File: src/rtl/sensor_axis_bridge_if.sv
// AXI4-Stream video channel driven by sensor_axis_bridge (master) toward the
// first video-processing core (slave).
interface sensor_axis_bridge_if #(
  parameter int unsigned DATA_W = 8
);
  logic [DATA_W-1:0] tdata;
  logic              tvalid;
  logic              tready;
  logic              tuser;
  logic              tlast;

  modport master (output tdata, tvalid, tuser, tlast, input tready);
  modport slave  (input tdata, tvalid, tuser, tlast, output tready);
endinterface

File: src/rtl/sensor_axis_bridge.sv
// Parallel camera timing (fm/ln/data) to AXI4-Stream video with a FWFT output FIFO.
// Define SENSOR_AXIS_DIMS_EN to add the line_pixels/frame_lines dimension counters.
module sensor_axis_bridge #(
  parameter int unsigned DATA_W     = 8,
  parameter int unsigned FIFO_DEPTH = 16
) (
  input  logic                 pclk,
  input  logic                 rst_n,
  input  logic [DATA_W-1:0]    data,
  input  logic                 fm,
  input  logic                 ln,
  sensor_axis_bridge_if.master m_axis_video,
  output logic                 overflow,
  output logic                 frame_drop
`ifdef SENSOR_AXIS_DIMS_EN
  ,
  output logic [15:0]          line_pixels,
  output logic [15:0]          frame_lines
`endif
);
  localparam int unsigned AW = $clog2(FIFO_DEPTH);
  localparam int unsigned CW = AW + 1;
  localparam int unsigned EW = DATA_W + 2;

  typedef enum logic [1:0] {IDLE, ACTIVE, DROP} state_e;
  state_e state_q, state_d;

  logic [DATA_W-1:0] data_q;
  logic              fm_q, fm_dly_q, ln_q;
  logic              pend_valid_q, pend_valid_d, pend_sof_q, pend_sof_d;
  logic [DATA_W-1:0] pend_data_q, pend_data_d;
  logic              sof_pend_q, sof_pend_d;
  logic              overflow_q, overflow_d, frame_drop_q, frame_drop_d;
  logic [AW-1:0]     wr_ptr_q, wr_ptr_d, rd_ptr_q, rd_ptr_d;
  logic [CW-1:0]     cnt_q, cnt_d;
  logic [EW-1:0]     mem_q [FIFO_DEPTH];
  logic [EW-1:0]     wr_entry, head;

  logic pv, fm_rise, fm_fall, full, pop, accept, drop, wr_en, sof_set;

  assign pv      = fm_q & ln_q;
  assign fm_rise = fm_q & ~fm_dly_q;
  assign fm_fall = ~fm_q & fm_dly_q;
  assign full    = (cnt_q == CW'(FIFO_DEPTH));
  assign pop     = m_axis_video.tvalid & m_axis_video.tready;
  assign sof_set = sof_pend_q | fm_rise;

  always_comb begin
    state_d      = state_q;
    pend_valid_d = pend_valid_q;
    pend_data_d  = pend_data_q;
    pend_sof_d   = pend_sof_q;
    sof_pend_d   = sof_pend_q;
    overflow_d   = overflow_q;
    frame_drop_d = 1'b0;
    wr_en        = 1'b0;
    drop         = 1'b0;
    wr_entry     = {pend_sof_q, ~pv, pend_data_q};

    case (state_q)
      IDLE:    accept = fm_rise;
      ACTIVE:  accept = 1'b1;
      default: accept = 1'b0;
    endcase

    if (accept) begin
      // Pending pixel commits once the following stage sample shows whether the line continues.
      if (pend_valid_q) begin
        if (full && !pop) drop = 1'b1;
        else              wr_en = 1'b1;
      end
      if (drop) begin
        pend_valid_d = 1'b0;
        overflow_d   = 1'b1;
        frame_drop_d = 1'b1;
      end else if (pv) begin
        pend_valid_d = 1'b1;
        pend_data_d  = data_q;
        pend_sof_d   = sof_set;
        sof_pend_d   = 1'b0;
      end else begin
        pend_valid_d = 1'b0;
        sof_pend_d   = sof_set;
      end
      // A drop on the fm-fall cycle goes straight to IDLE so the next frame is not lost.
      if (fm_fall)   state_d = IDLE;
      else if (drop) state_d = DROP;
      else           state_d = ACTIVE;
    end else begin
      pend_valid_d = 1'b0;
      if (state_q == DROP && fm_fall) state_d = IDLE;
    end
  end

  always_comb begin
    wr_ptr_d = wr_en ? wr_ptr_q + AW'(1) : wr_ptr_q;
    rd_ptr_d = pop   ? rd_ptr_q + AW'(1) : rd_ptr_q;
    case ({wr_en, pop})
      2'b10:   cnt_d = cnt_q + CW'(1);
      2'b01:   cnt_d = cnt_q - CW'(1);
      default: cnt_d = cnt_q;
    endcase
  end

  // fm history resets high so a frame already in progress at reset release is not seen as a rise.
  always_ff @(posedge pclk or negedge rst_n) begin
    if (!rst_n) begin
      data_q       <= '0;
      fm_q         <= 1'b1;
      fm_dly_q     <= 1'b1;
      ln_q         <= 1'b0;
      state_q      <= IDLE;
      pend_valid_q <= 1'b0;
      pend_data_q  <= '0;
      pend_sof_q   <= 1'b0;
      sof_pend_q   <= 1'b0;
      overflow_q   <= 1'b0;
      frame_drop_q <= 1'b0;
      wr_ptr_q     <= '0;
      rd_ptr_q     <= '0;
      cnt_q        <= '0;
    end else begin
      data_q       <= data;
      fm_q         <= fm;
      fm_dly_q     <= fm_q;
      ln_q         <= ln;
      state_q      <= state_d;
      pend_valid_q <= pend_valid_d;
      pend_data_q  <= pend_data_d;
      pend_sof_q   <= pend_sof_d;
      sof_pend_q   <= sof_pend_d;
      overflow_q   <= overflow_d;
      frame_drop_q <= frame_drop_d;
      wr_ptr_q     <= wr_ptr_d;
      rd_ptr_q     <= rd_ptr_d;
      cnt_q        <= cnt_d;
    end
  end

  always_ff @(posedge pclk) begin
    if (wr_en) mem_q[wr_ptr_q] <= wr_entry;
  end

  assign head                = (cnt_q != '0) ? mem_q[rd_ptr_q] : '0;
  assign m_axis_video.tvalid = (cnt_q != '0);
  assign m_axis_video.tdata  = head[DATA_W-1:0];
  assign m_axis_video.tlast  = head[DATA_W];
  assign m_axis_video.tuser  = head[DATA_W+1];
  assign overflow            = overflow_q;
  assign frame_drop          = frame_drop_q;

`ifdef SENSOR_AXIS_DIMS_EN
  logic [15:0] pix_cnt_q, pix_cnt_d, line_cnt_q, line_cnt_d;
  logic [15:0] line_pixels_q, line_pixels_d, frame_lines_q, frame_lines_d;

  function automatic logic [15:0] sat_inc(input logic [15:0] v);
    return (v == '1) ? v : v + 16'd1;
  endfunction

  always_comb begin
    pix_cnt_d     = pix_cnt_q;
    line_cnt_d    = line_cnt_q;
    line_pixels_d = line_pixels_q;
    frame_lines_d = frame_lines_q;
    if (fm_rise) begin
      pix_cnt_d  = '0;
      line_cnt_d = '0;
    end
    if (wr_en) begin
      if (!pv) begin
        line_pixels_d = sat_inc(pix_cnt_q);
        pix_cnt_d     = '0;
        line_cnt_d    = sat_inc(line_cnt_q);
      end else begin
        pix_cnt_d     = sat_inc(pix_cnt_q);
      end
    end
    if (state_q == ACTIVE && fm_fall && !drop) begin
      frame_lines_d = line_cnt_d;
      line_cnt_d    = '0;
    end
  end

  always_ff @(posedge pclk or negedge rst_n) begin
    if (!rst_n) begin
      pix_cnt_q     <= '0;
      line_cnt_q    <= '0;
      line_pixels_q <= '0;
      frame_lines_q <= '0;
    end else begin
      pix_cnt_q     <= pix_cnt_d;
      line_cnt_q    <= line_cnt_d;
      line_pixels_q <= line_pixels_d;
      frame_lines_q <= frame_lines_d;
    end
  end

  assign line_pixels = line_pixels_q;
  assign frame_lines = frame_lines_q;
`endif
endmodule

File: src/flat_wrapper.sv
// flat-port wrapper written by rule: the top's interface ports become plain ports
module sensor_axis_bridge_flat 
#(
  parameter int unsigned DATA_W     = 8,
  parameter int unsigned FIFO_DEPTH = 16
)
  (pclk, rst_n, data, fm, ln, overflow, frame_drop, m_axis_video_tdata, m_axis_video_tvalid, m_axis_video_tuser, m_axis_video_tlast, m_axis_video_tready);
  sensor_axis_bridge_if #(.DATA_W(DATA_W)) m_axis_video_i ();
  input  logic pclk;
  input  logic rst_n;
  input  logic [DATA_W-1:0] data;
  input  logic fm;
  input  logic ln;
  output logic overflow;
  output logic frame_drop;
  output wire logic [$bits(m_axis_video_i.tdata)-1:0] m_axis_video_tdata;
  output wire logic [$bits(m_axis_video_i.tvalid)-1:0] m_axis_video_tvalid;
  output wire logic [$bits(m_axis_video_i.tuser)-1:0] m_axis_video_tuser;
  output wire logic [$bits(m_axis_video_i.tlast)-1:0] m_axis_video_tlast;
  input wire logic [$bits(m_axis_video_i.tready)-1:0] m_axis_video_tready;
  assign m_axis_video_tdata = m_axis_video_i.tdata;
  assign m_axis_video_tvalid = m_axis_video_i.tvalid;
  assign m_axis_video_tuser = m_axis_video_i.tuser;
  assign m_axis_video_tlast = m_axis_video_i.tlast;
  assign m_axis_video_i.tready = m_axis_video_tready;
  sensor_axis_bridge #(.DATA_W(DATA_W), .FIFO_DEPTH(FIFO_DEPTH)) u_core (.pclk(pclk), .rst_n(rst_n), .data(data), .fm(fm), .ln(ln), .m_axis_video(m_axis_video_i), .overflow(overflow), .frame_drop(frame_drop));
endmodule
File: config.mk
export PLATFORM = sky130hd
export DESIGN_NAME = sensor_axis_bridge_flat
export DESIGN_NICKNAME = d
export VERILOG_FILES = /design/src/rtl/sensor_axis_bridge_if.sv /design/src/rtl/sensor_axis_bridge.sv /design/src/flat_wrapper.sv
export SDC_FILE = /design/constraint.sdc
export NUM_CORES = 1
export LEC_CHECK = 0
export BUFFER_PORTS_ARGS = -buffer_cell sky130_fd_sc_hd__buf_2
export CAP_MARGIN = 15
export CELL_PAD_IN_SITES_DETAIL_PLACEMENT = 1
export CELL_PAD_IN_SITES_GLOBAL_PLACEMENT = 1
export CORE_MARGIN = 2
export CORE_UTILIZATION = 40
export CTS_CLUSTER_DIAMETER = 120
export CTS_CLUSTER_SIZE = 30
export DETAILED_ROUTE_END_ITERATION = 7
export PLACE_DENSITY_LB_ADDON = 0.1
export SETUP_SLACK_MARGIN = 0.2
export SYNTH_ARGS = -nofsm -noshare
export SYNTH_HDL_FRONTEND = slang
export SYNTH_SLANG_ARGS = --single-unit
File: constraint.sdc
create_clock -name pclk -period 3.9 [get_ports pclk]
set_input_delay 0.39 -clock pclk [delete_from_list [all_inputs] [get_ports pclk]]
set_output_delay 0.39 -clock pclk [all_outputs]
set_load 0.05 [all_outputs]
After elaboration in Yosys (flattened, before gate mapping)
Memory sizes are Yosys's and may differ from the RTL's.
Cells that the tools add are included.
{"block": "op_classes", "addsub": 4, "n_eq_ne": 5, "muxes": 21, "bitwise_logic": 9, "reduce_logical": 10}
{"cell": "$mux W1", "count": 14}
{"cell": "$mux W10", "count": 1}
{"cell": "$pmux W5 S2", "count": 1}
{"cell": "$add A4 B1 Y4 const B", "count": 2}
{"cell": "$mux W2", "count": 4}
{"cell": "$add A5 B1 Y5 const B", "count": 1}
{"cell": "$eq A5 B5 Y1 const B", "count": 1}
{"cell": "$reduce_bool A5 Y1", "count": 1}
{"cell": "$sub A5 B1 Y5 const B", "count": 1}
{"cell": "$and A1 B1 Y1", "count": 4}
{"cell": "$eq A2 B1 Y1 const B", "count": 2}
{"cell": "$eq A2 B2 Y1 const B", "count": 2}
{"cell": "$not A1 Y1", "count": 4}
{"cell": "$reduce_and A2 Y1", "count": 2}
{"cell": "$reduce_bool A2 Y1", "count": 2}
{"cell": "$reduce_and A3 Y1", "count": 1}
{"cell": "$logic_and A1 B1 Y1", "count": 2}
{"cell": "$logic_not A2 Y1", "count": 1}
{"cell": "$pmux W1 S2", "count": 1}
{"cell": "$logic_not A1 Y1", "count": 1}
{"cell": "$or A1 B1 Y1", "count": 1}
{"block": "totals", "ff_bits": 39, "ramBits": 160, "out_inout_bits": 13, "elab_cells": 64, "mem_count": 1}
{"memory": "u_core.mem_q", "depth": 16, "word_bits": 10, "read_ports": 1, "rd_ports_with_merged_regs": 0, "wr": 1, "line": "sensor_axis_bridge.sv:36", "rtl": "logic [EW-1:0] mem_q [FIFO_DEPTH];"}

Logic depth before layout (Yosys ltp)
Gate-level depths: netlist of the first run.
{"block": "depth", "word_depth": 10, "depth_mapped": 13, "ltp_nobuf": 11}

Worst setup path before layout of the first run
Ideal clock, no wire load.
{"block": "synth_path", "path_kind": "register -> register", "start": "register u_core.cnt_q[1]", "end": "register u_core.cnt_q[4]", "setup_time_ps": 144, "arrival_time_ps": 2804, "slack_ps": 952, "path_stages_with_launch": 13, "synth_period_minus_slack_ps": 2948, "path_cell_list": "dfrtp_1 nor4_4 or2b_2 nand2_1 inv_1 ha_1 clkbuf_1 xor2_1 ha_1 o211ai_1 nor4_1 a2111oi_0 o211ai_1"}
{"block": "synth_between", "elab_chain_cells": 9, "elab_cells_between_ends": 14}
{"element": "from (decl)", "line": "sensor_axis_bridge.sv:35", "rtl": "logic [CW-1:0] cnt_q, cnt_d;"}
{"element": "from (signal assigned)", "line": "sensor_axis_bridge.sv:136", "rtl": "cnt_q <= cnt_d;"}
{"element": "$reduce_bool A5 Y1 *", "line": "sensor_axis_bridge.sv:145", "rtl": "assign m_axis_video.tvalid = (cnt_q != '0);"}
{"element": "$and A1 B1 Y1 *", "line": "sensor_axis_bridge.sv:45", "rtl": "assign pop = m_axis_video.tvalid & m_axis_video.tready;"}
{"element": "net u_core.pop", "line": "sensor_axis_bridge.sv:39", "rtl": "logic pv, fm_rise, fm_fall, full, pop, accept, drop, wr_en, sof_set;"}
{"element": "$logic_not A1 Y1", "line": "sensor_axis_bridge.sv:69", "rtl": "if (full && !pop) drop = 1'b1;"}
{"element": "$logic_and A1 B1 Y1", "line": "sensor_axis_bridge.sv:69"}
{"element": "$mux W1", "line": "sensor_axis_bridge.sv:69"}
{"element": "$mux W1", "line": "sensor_axis_bridge.sv:68", "rtl": "if (pend_valid_q) begin"}
{"element": "$mux W1", "line": "sensor_axis_bridge.sv:66", "rtl": "if (accept) begin"}
{"element": "$eq A2 B1 Y1 or $eq A2 B2 Y1 (tied branches)", "line": "sensor_axis_bridge.sv:98", "rtl": "case ({wr_en, pop})"}
{"element": "$pmux W5 S2 or $reduce_bool A2 Y1 (tied branches)"}
The timed path passes the listed nets; every way through them passes the cells marked *.
A chain may end at the register's enable or synchronous reset.

Final worst setup path of the first run
Same ends and word-level chain as after synthesis.

==> results.md, run 1 <==
Outcome:
- The flow ran to the end, and the final reports show no timing, DRC or antenna violations.

Synth:
- A synthesized cell averages 19.1 sq um.
- After synthesis the netlist holds a flip-flop and latch count of 199.
- Counting every instance in the synthesized netlist gives ~420.
- Of all flip-flops after synthesis, the portion carrying an async set or reset was 19.6%.
- For this run, the register share of the synthesized area comes to 72.2%.
- In the post-synthesis netlist, the biggest area contributors are edfxtp_1 60%, dfrtp_1 12%, mux4_2 11%, mux2_2 1.8%, ha_1 1.4%.
- The Yosys warning count is 0.
- Counting distinct cell types in the post-synthesis netlist gives 49.
- Summing every instance area after synthesis gives 8010 sq um.
- The dominant cell by count in the synthesized netlist is edfxtp_1.
- In the synthesized netlist, the cells that appear most often are 160 x edfxtp_1, 40 x mux4_2, 37 x dfrtp_1.
- The post-synth net total is ~440.
- The synthesized design devotes to its leading area cell type 60.0% of total area.
- Yosys mapped a number of flops with a built-in enable equal to 160.
- Of all cell types, the one taking the most synthesized area is edfxtp_1.
- The flip-flop cell with the highest count after synthesis is edfxtp_1.

Clock tree:
- The worst-skew pair later-pin latency is 0.43 ns.
- The maximum count of clock buffers along a single path is 2.
- The number of cells upsized or downsized after cts is 0.
- Clock tree synthesis found a total of between 150 and 200 sinks.
- Post-CTS timing repair inserted 0 buffers for setup.
- After clock tree synthesis, the clock-pin slew on the worst setup and hold paths is 0.07 ns.
- The post-cts hold buffer count is 0.
- Clock tree synthesis inserted a total of 17 buffers.
- The H-tree depth reported by CTS is 4.
- The cell sitting at the root of the clock tree is a clkbuf_16.
- The TritonCTS clock tree is done.

Critical path:
- STA classifies the critical path endpoint as a register.
- The stage delay of the slowest cell on the critical path is 0.48 ns.
- The data arrival time at the worst-slack endpoint is 3.72 ns.
- In this run the worst path has a maximum fanout of 14.
- The critical path goes through nor4_4 > or2b_2 > nand2_1 > inv_1 > ha_1 > ha_1 > o211ai_1 > nor4bb_1 > a2111oi_1 > o211ai_1.
- The cell family contributing the most delay on the critical path is simple AND/OR/NAND/NOR gates.
- The number of buffer and inverter stages on the critical path is 1.
- STA classifies the critical path startpoint as a register.
- The cell with the largest stage delay on the worst path is dfrtp_1.
- Data on the critical path is required at its endpoint by 4.19 ns.
- The kind of critical path is register to register.

Floorplanning:
- In this run the count of I/O pins placed on the die edge is 26.
- The area of the die is 21,200 sq um.
- The die height is 146 um.
- The horizontal die dimension is 146 um.
- The effective utilization at floorplan is 40.9%.
- The floorplan step defined a core boundary enclosing 19,600 sq um.
- The floorplan has 51 rows.

Timing:
- The setup TNS after final layout is 0 ns.
- Measured against its own limit, the worst slew margin works out to 38.5%.
- At the pin with the least slew margin, the transition time is 0.922 ns.
- The final number of max-transition violations came to 0.
- The clock period minus final worst setup slack is 3.43 ns.
- The highest attainable clock frequency is 292 MHz.
- Setup repair after global routing left no endpoint under its margin.
- The worst path uses between 80 and 90% of the clock period.
- The count of final hold-check violations was 0.
- The worst setup skew after layout is 0.0117 ns.
- Setup violations remaining at the end of the flow were counted as 0.

Run:
- The tool flagged a number of max-cap violations equal to 0.

Global routing:
- For this run the aggregate overflow at the end of global routing stands at 0.
- The initial antenna violation count is 0.
- The wire length of the first global-routing pass is 24.9 mm.
- Entering global routing, the biggest net connects 40 pins.
- In the global route stage, overall resource usage came out at 16.0%.
- The number of global-route vias before repair is 4,124.

Drt:
- The detail route stage leaves a number of antenna-violating nets equal to 0.
- Using the TritonRoute via totals, the vias-per-cell ratio works out to roughly 5.2.
- In this run, the number of DRC markers left after iteration 0 of detailed routing was 180.
- The first detailed-routing pass ran for 4 iterations.
- The DRC violation count after routing is 0.
- Summing over every cut layer, the via total after detailed routing is between 3k and 4k.
- The mean routed wirelength per cell is between 20 and 25 um.
- The final layout contains routed wiring with a total length of 16.1 mm.

Cells and area:
- In the final layout, the multi-input gates occupy 2080 sq um.
- The share of cells above drive strength 1 is between 30% and 40%.
- The filler cells instantiated in the layout total roughly 1.9k.
- The sequential cell area in the final layout is 5790 sq um.
- The net total in the final layout is 476.
- The area growth from synthesis to layout is 13.0%.
- The number of antenna diodes in the final layout is 0.

Placed design:
- The count of port buffers added during placement is 25.
- At the end of routability-driven placement, the weighted congestion stood at 0.778.
- The wire-length estimate of the detail-placed layout is between 10 and 15 mm.

Power and ir drop:
- VDD sags by at most ~0.00043 V.
- In this run the static leakage power is approximately 3.1 nW.
- The design draws between 6 and 7 mW.
- In this run the power density over the cells is 727 nW/um^2.

Hold path:
- The path type of the worst min-delay path is primary input to register.
[area by class of cell]
class	count	area share, %
tap	265	3.66
clock buffer	17	4.70
inverter	12	0.498
clock inverter	15	1.73
multi-input combinational	186	23.0
timing repair buffer	38	2.46
sequential	199	63.9
[cells in the final DEF, fill, tap and decap left out, types with 4 or more instances in the layout]
cell type	n
edfxtp_1	160
inv_8	4
clkbuf_16	17
a21oi_1	13
nor2_1	11
ha_1	9
mux2_2	13
nand3_1	4
inv_6	4
mux2i_1	11
dfrtp_1	35
and2_1	8
inv_1	11
buf_4	13
nand2_1	9
mux2_4	7
nor4_2	4
buf_2	25
mux4_2	40
xnor2_1	8
o21ai_0	13
[cells by family after synthesis]
family | Yosys count | share of synthesized area, %
xor+xnor | 10 | 1.09
flops | 199 | 72.2
compound gates | 39 | 3.08
buf+inv | 34 | 2.14
fa+ha+maj | 9 | 1.41
simple gates | 57 | 4.36
mux | 71 | 15.8
[per-stage QoR]
stage	instance area, sq um	instances	setup WS [ns]	hold WS [ns]	util (%)
floorplan	8010	419	0.952	0.0944	-
global placement	8470	700	0.634	0.375	43.2
detailed placement	8470	700	0.423	0.380	43.2
CTS	9050	732	0.396	0.0287	46.2
global route	9050	732	0.213	0.0299	46.2
finish	9050	732	0.471	0.0455	46.2
[final timing paths]
path                                 start  slack, ns  cells after the start            endpoint
min reg2reg                    u_core.fm_q       0.39                      0     u_core.fm_dly_q
min                                     fm       0.05                      1         u_core.fm_q
max reg2reg                u_core.cnt_q[1]       0.47                     10     u_core.cnt_q[4]
max in group asynchronous            rst_n       3.17                      1  u_core.rd_ptr_q[0]
max                        u_core.cnt_q[1]       0.47                     10     u_core.cnt_q[4]
min in group asynchronous            rst_n       0.09                      1    u_core.data_q[7]
[power breakdown]
| part | switching (mW) | total, mW | internal, mW |
|---|---|---|---|
| Clock | 0.820 | 1.73 | 0.908 |
| Combinational | 1.03 | 1.86 | 0.832 |
| Sequential | 0.437 | 2.99 | 2.55 |
[sequential cells by signal (all words and copies together) (netlist names)]
register,count
u_core.fm_q,1
u_core.rd_ptr_q,4
u_core.mem_q,160
u_core.pend_sof_q,1
u_core.cnt_q,5
u_core.overflow,1
u_core.pend_data_q,8
u_core.sof_pend_q,1
u_core.state_q,2
u_core.ln_q,1
u_core.wr_ptr_q,4
u_core.frame_drop,1
u_core.data_q,8
u_core.pend_valid_q,1
u_core.fm_dly_q,1
[layer usage]
| metal | track usage, % | routed length (um) | up-vias |
|---|---|---|---|
| li1 | - | - | 1728 |
| met1 | 21.5 | 7390 | 2025 |
| met2 | 26.6 | 8150 | 53 |
| met3 | 2.85 | 331 | 15 |
| met4 | 5.64 | 229 | 0 |
| met5 | 0 | 0 | - |
Power figures use the tool's default switching activity.
==> run 2, diff against run 1 <==
--- a/config.mk
+++ b/config.mk
@@ -11,3 +11,3 @@
 export CELL_PAD_IN_SITES_GLOBAL_PLACEMENT = 1
-export CORE_MARGIN = 2
+export CORE_MARGIN = 3
 export CORE_UTILIZATION = 40
--- a/constraint.sdc
+++ b/constraint.sdc
@@ -3,2 +3,2 @@
 set_output_delay 0.39 -clock pclk [all_outputs]
-set_load 0.05 [all_outputs]
+set_load 0.1 [all_outputs]
==> run 2 against run 1 <==
Net effect: non-clock buffer count unchanged; die area increased by 2.8%; final cell count unchanged; clock skew decreased by 0.0026 ns; register-to-register slack about the same; critical endpoint unchanged.
==> results.md, run 2 (synthesized netlist as in run 1, its figures left out) <==
Cells and area:
- Ranked by flip-flop count, first place goes to u_core.mem_q.
- The flip-flop count of the largest register, all copies and words added came to 160 (unchanged).
- The net total in the final layout is 476 (unchanged).
- The share of cells above drive strength 1 is 33.0% (+1.3 points).
- The library cells used most frequently in the layout, excluding fill and tap cells, are 160 x edfxtp_1, 40 x mux4_2, 35 x dfrtp_1, 25 x buf_2, 17 x clkbuf_16.
- The area growth from synthesis to layout is 13.8%.
- The total inserted antenna cells came to 0 (unchanged).
- The final instance area came to 9120 sq um (+0.72%).
- In the final layout, the registers with the most flip-flops are u_core.mem_q (160), u_core.data_q (8), u_core.pend_data_q (8).
- The most common cell after layout, fill and taps aside is edfxtp_1.

Critical path:
- The setup path with the least slack is of type register to register.
- The worst setup path is captured at a register.
- The maximum fanout along the worst path was 14 (unchanged).
- The data arrival time at the worst-slack endpoint was 3.73 ns (about the same).
- The endpoint required time on the critical path was 4.18 ns (about the same).
- The critical path launch point type is a register.

Clock tree:
- The number of cells upsized or downsized after cts was 0 (unchanged).
- The maximum count of clock buffers along a single path is 2 (unchanged).
- The worst-skew pair later-pin latency is 0.43 ns (about the same).
- The H-tree depth reported by CTS is 4 (unchanged).
- The clock edge transition at the registers on the reported setup and hold paths is 0.07 ns (about the same).
- The total number of clock tree sinks is 199 (unchanged).
- The root buffer cell chosen for the clock tree is clkbuf_16.
- The post-CTS repair timing setup buffer count is 0 (unchanged).
- The TritonCTS clock tree is done.
- The post-cts hold buffer count is 0 (unchanged).
- The total clock buffers created by CTS was 17 (unchanged).

Timing:
- The relative max-transition margin is 43.9% (+5.3 points).
- The clock period minus final worst setup slack is 3.44 ns (+0.0150 ns).
- The highest attainable clock frequency was 290 MHz (-0.44%).
- The worst setup skew after layout is 0.00908 ns (-0.00259 ns).
- The final setup violation count is 0 (unchanged).
- The setup TNS after final layout is 0 ns (unchanged).
- The final number of max-transition violations was 0 (unchanged).
- Setup repair after global routing left no endpoint under its margin.
- The transition at the pin with the smallest max-transition slack is 0.842 ns (-0.0801 ns).
- The count of final hold-check violations is 0 (unchanged).
- The final clock period utilization by the worst path is 88.3% (+0.38 points).

Floorplanning:
- The number of primary I/O pins was 26 (unchanged).
- The effective utilization at floorplan is 40.9% (unchanged).
- The row count is 51 (unchanged).
- The area of the die is 21,800 sq um (+2.8%).
- The die height is 148 um (+1.4%).
- The standard cell core area came to 19,600 sq um (unchanged).
- The horizontal die dimension is 148 um (+1.4%).

Outcome:
- The flow ran to the end, and the final reports show no timing, DRC or antenna violations.

Global routing:
- The wire length of the first global-routing pass is 25.9 mm (+4.0%).
- The pin count of the biggest net entering global routing is 40 (unchanged).
- The number of global-route vias before repair is 4,275 (+3.7%).
- The initial antenna violation count is 0 (unchanged).
- The combined global-route utilization of all metal layers was 16.3% (+0.26 points).
- The total congestion overflow after global routing came to 0 (unchanged).

Drt:
- The number of DRC markers after the initial detailed-route iteration was 267 (+48%).
- The routed via count divided by cell count came to 5.27 (+1.0%).
- The DRC violation count after routing is 0 (unchanged).
- The count of nets left with antenna violations after detail routing is 0 (unchanged).
- The number of iterations in the first detailed-routing pass is 6 (+2).
- The via count is 3,860 (+1.0%).
- The wire length reported by the detailed router came to 16.6 mm (+3.2%).
- The mean routed wirelength per cell is 22.7 um (+3.2%).

Power and ir drop:
- The leakage power total is 3.13 nW (+0.63%).
- The combinational power share is 33.9% (+5.6 points).
- The switching power summed over all nets was 2.74 mW (+20%).
- The peak ir drop on the vdd network was 0.000368 V (-15%).
- The portion of total power attributed to sequential cells is 41.1% (-4.4 points).
- The internal portion of total power came to 4.45 mW (+3.5%).
- The ratio of total power to cell area is 788 nW/um^2 (+8.4%).
- The switching portion of total power came to 38.1% (+3.4 points).
- The fraction of power consumed by the clock network is 25.0% (-1.3 points).

Hold path:
- The tightest min-delay check is of the primary input to asynchronous set/reset pin type.

Placed design:
- The count of port buffers added during placement was 25 (unchanged).
- The cell area after placement is 8510 sq um (+0.55%).
- The routability congestion estimate from global placement is 0.775 (-0.42%).
- The total half-perimeter wirelength after legalization and detailed placement came to 10.6 mm (+2.1%).

Run:
- The number of max-cap violations is 0 (unchanged).
-- run 2: power groups by stage --
stage | sequential [mW] | clock [mW] | combinational [mW]
CTS | 2.97 | 1.84 | 2.49
global route | 3.01 | 1.93 | 2.60
finish | 2.95 | 1.80 | 2.43
floorplan | 2.76 | 0 | 2.13
global placement | 2.99 | 0 | 2.46
detailed placement | 3.01 | 0 | 2.49
-- run 2: worst paths after layout --
kind,endpoint,cells past startpoint,slack [ns],from
setup / recovery,u_core.cnt_q[4],10,0.46,u_core.cnt_q[1]
hold / removal,u_core.data_q[7],1,0.06,rst_n
setup reg to reg,u_core.cnt_q[4],10,0.46,u_core.cnt_q[1]
hold reg to reg,u_core.fm_dly_q,0,0.39,u_core.fm_q
max in group asynchronous,u_core.rd_ptr_q[1],1,3.26,rst_n
min in group pclk,u_core.fm_q,1,0.06,fm
-- run 2: worst max-delay path, stage by stage, from the launching register on --
cell and delay [ns]:
dfrtp_1 0.48, nor4_4 0.41, or2b_2 0.47, nand2_1 0.17, inv_1 0.07, ha_1 0.34, ha_1 0.43, o211ai_1 0.14
nor4bb_1 0.17, a2111oi_0 0.45, o211ai_1 0.17
-- run 2: layout make-up --
type / count / area, sq um
inverters: 12 / 45.0
clock buffers: 18 / 429
repair buffers: 38 / 235
clock inverters: 14 / 173
multi-input cells: 186 / 2120
flip-flops and latches: 199 / 5790
fillers: 1848 / 10500
well taps: 265 / 332
-- run 2: layer usage --
| layer | track usage [%] | share of wire, % | up-vias |
|---|---|---|---|
| met5 | 0 | 0 | - |
| met4 | 4.19 | 0.94 | 0 |
| met3 | 3.07 | 2.1 | 10 |
| met2 | 28.7 | 53 | 46 |
| met1 | 20.9 | 44 | 2080 |
| li1 | - | - | 1724 |
-- run 2: per-stage QoR --
step / total power [mW] / util (%) / hold WS (ns) / std cells / worst slack [ns]
3_5_place_dp: 5.50 / 43.5 / 0.382 / 700 / 0.449
4_1_cts: 7.30 / 46.5 / 0.0471 / 732 / 0.449
6_report: 7.18 / 46.5 / 0.0630 / 732 / 0.456
3_3_place_gp: 5.45 / 43.5 / 0.377 / 700 / 0.640
5_1_grt: 7.54 / 46.5 / 0.0371 / 732 / 0.207
2_1_floorplan: 4.89 / - / 0.0944 / 419 / 0.627
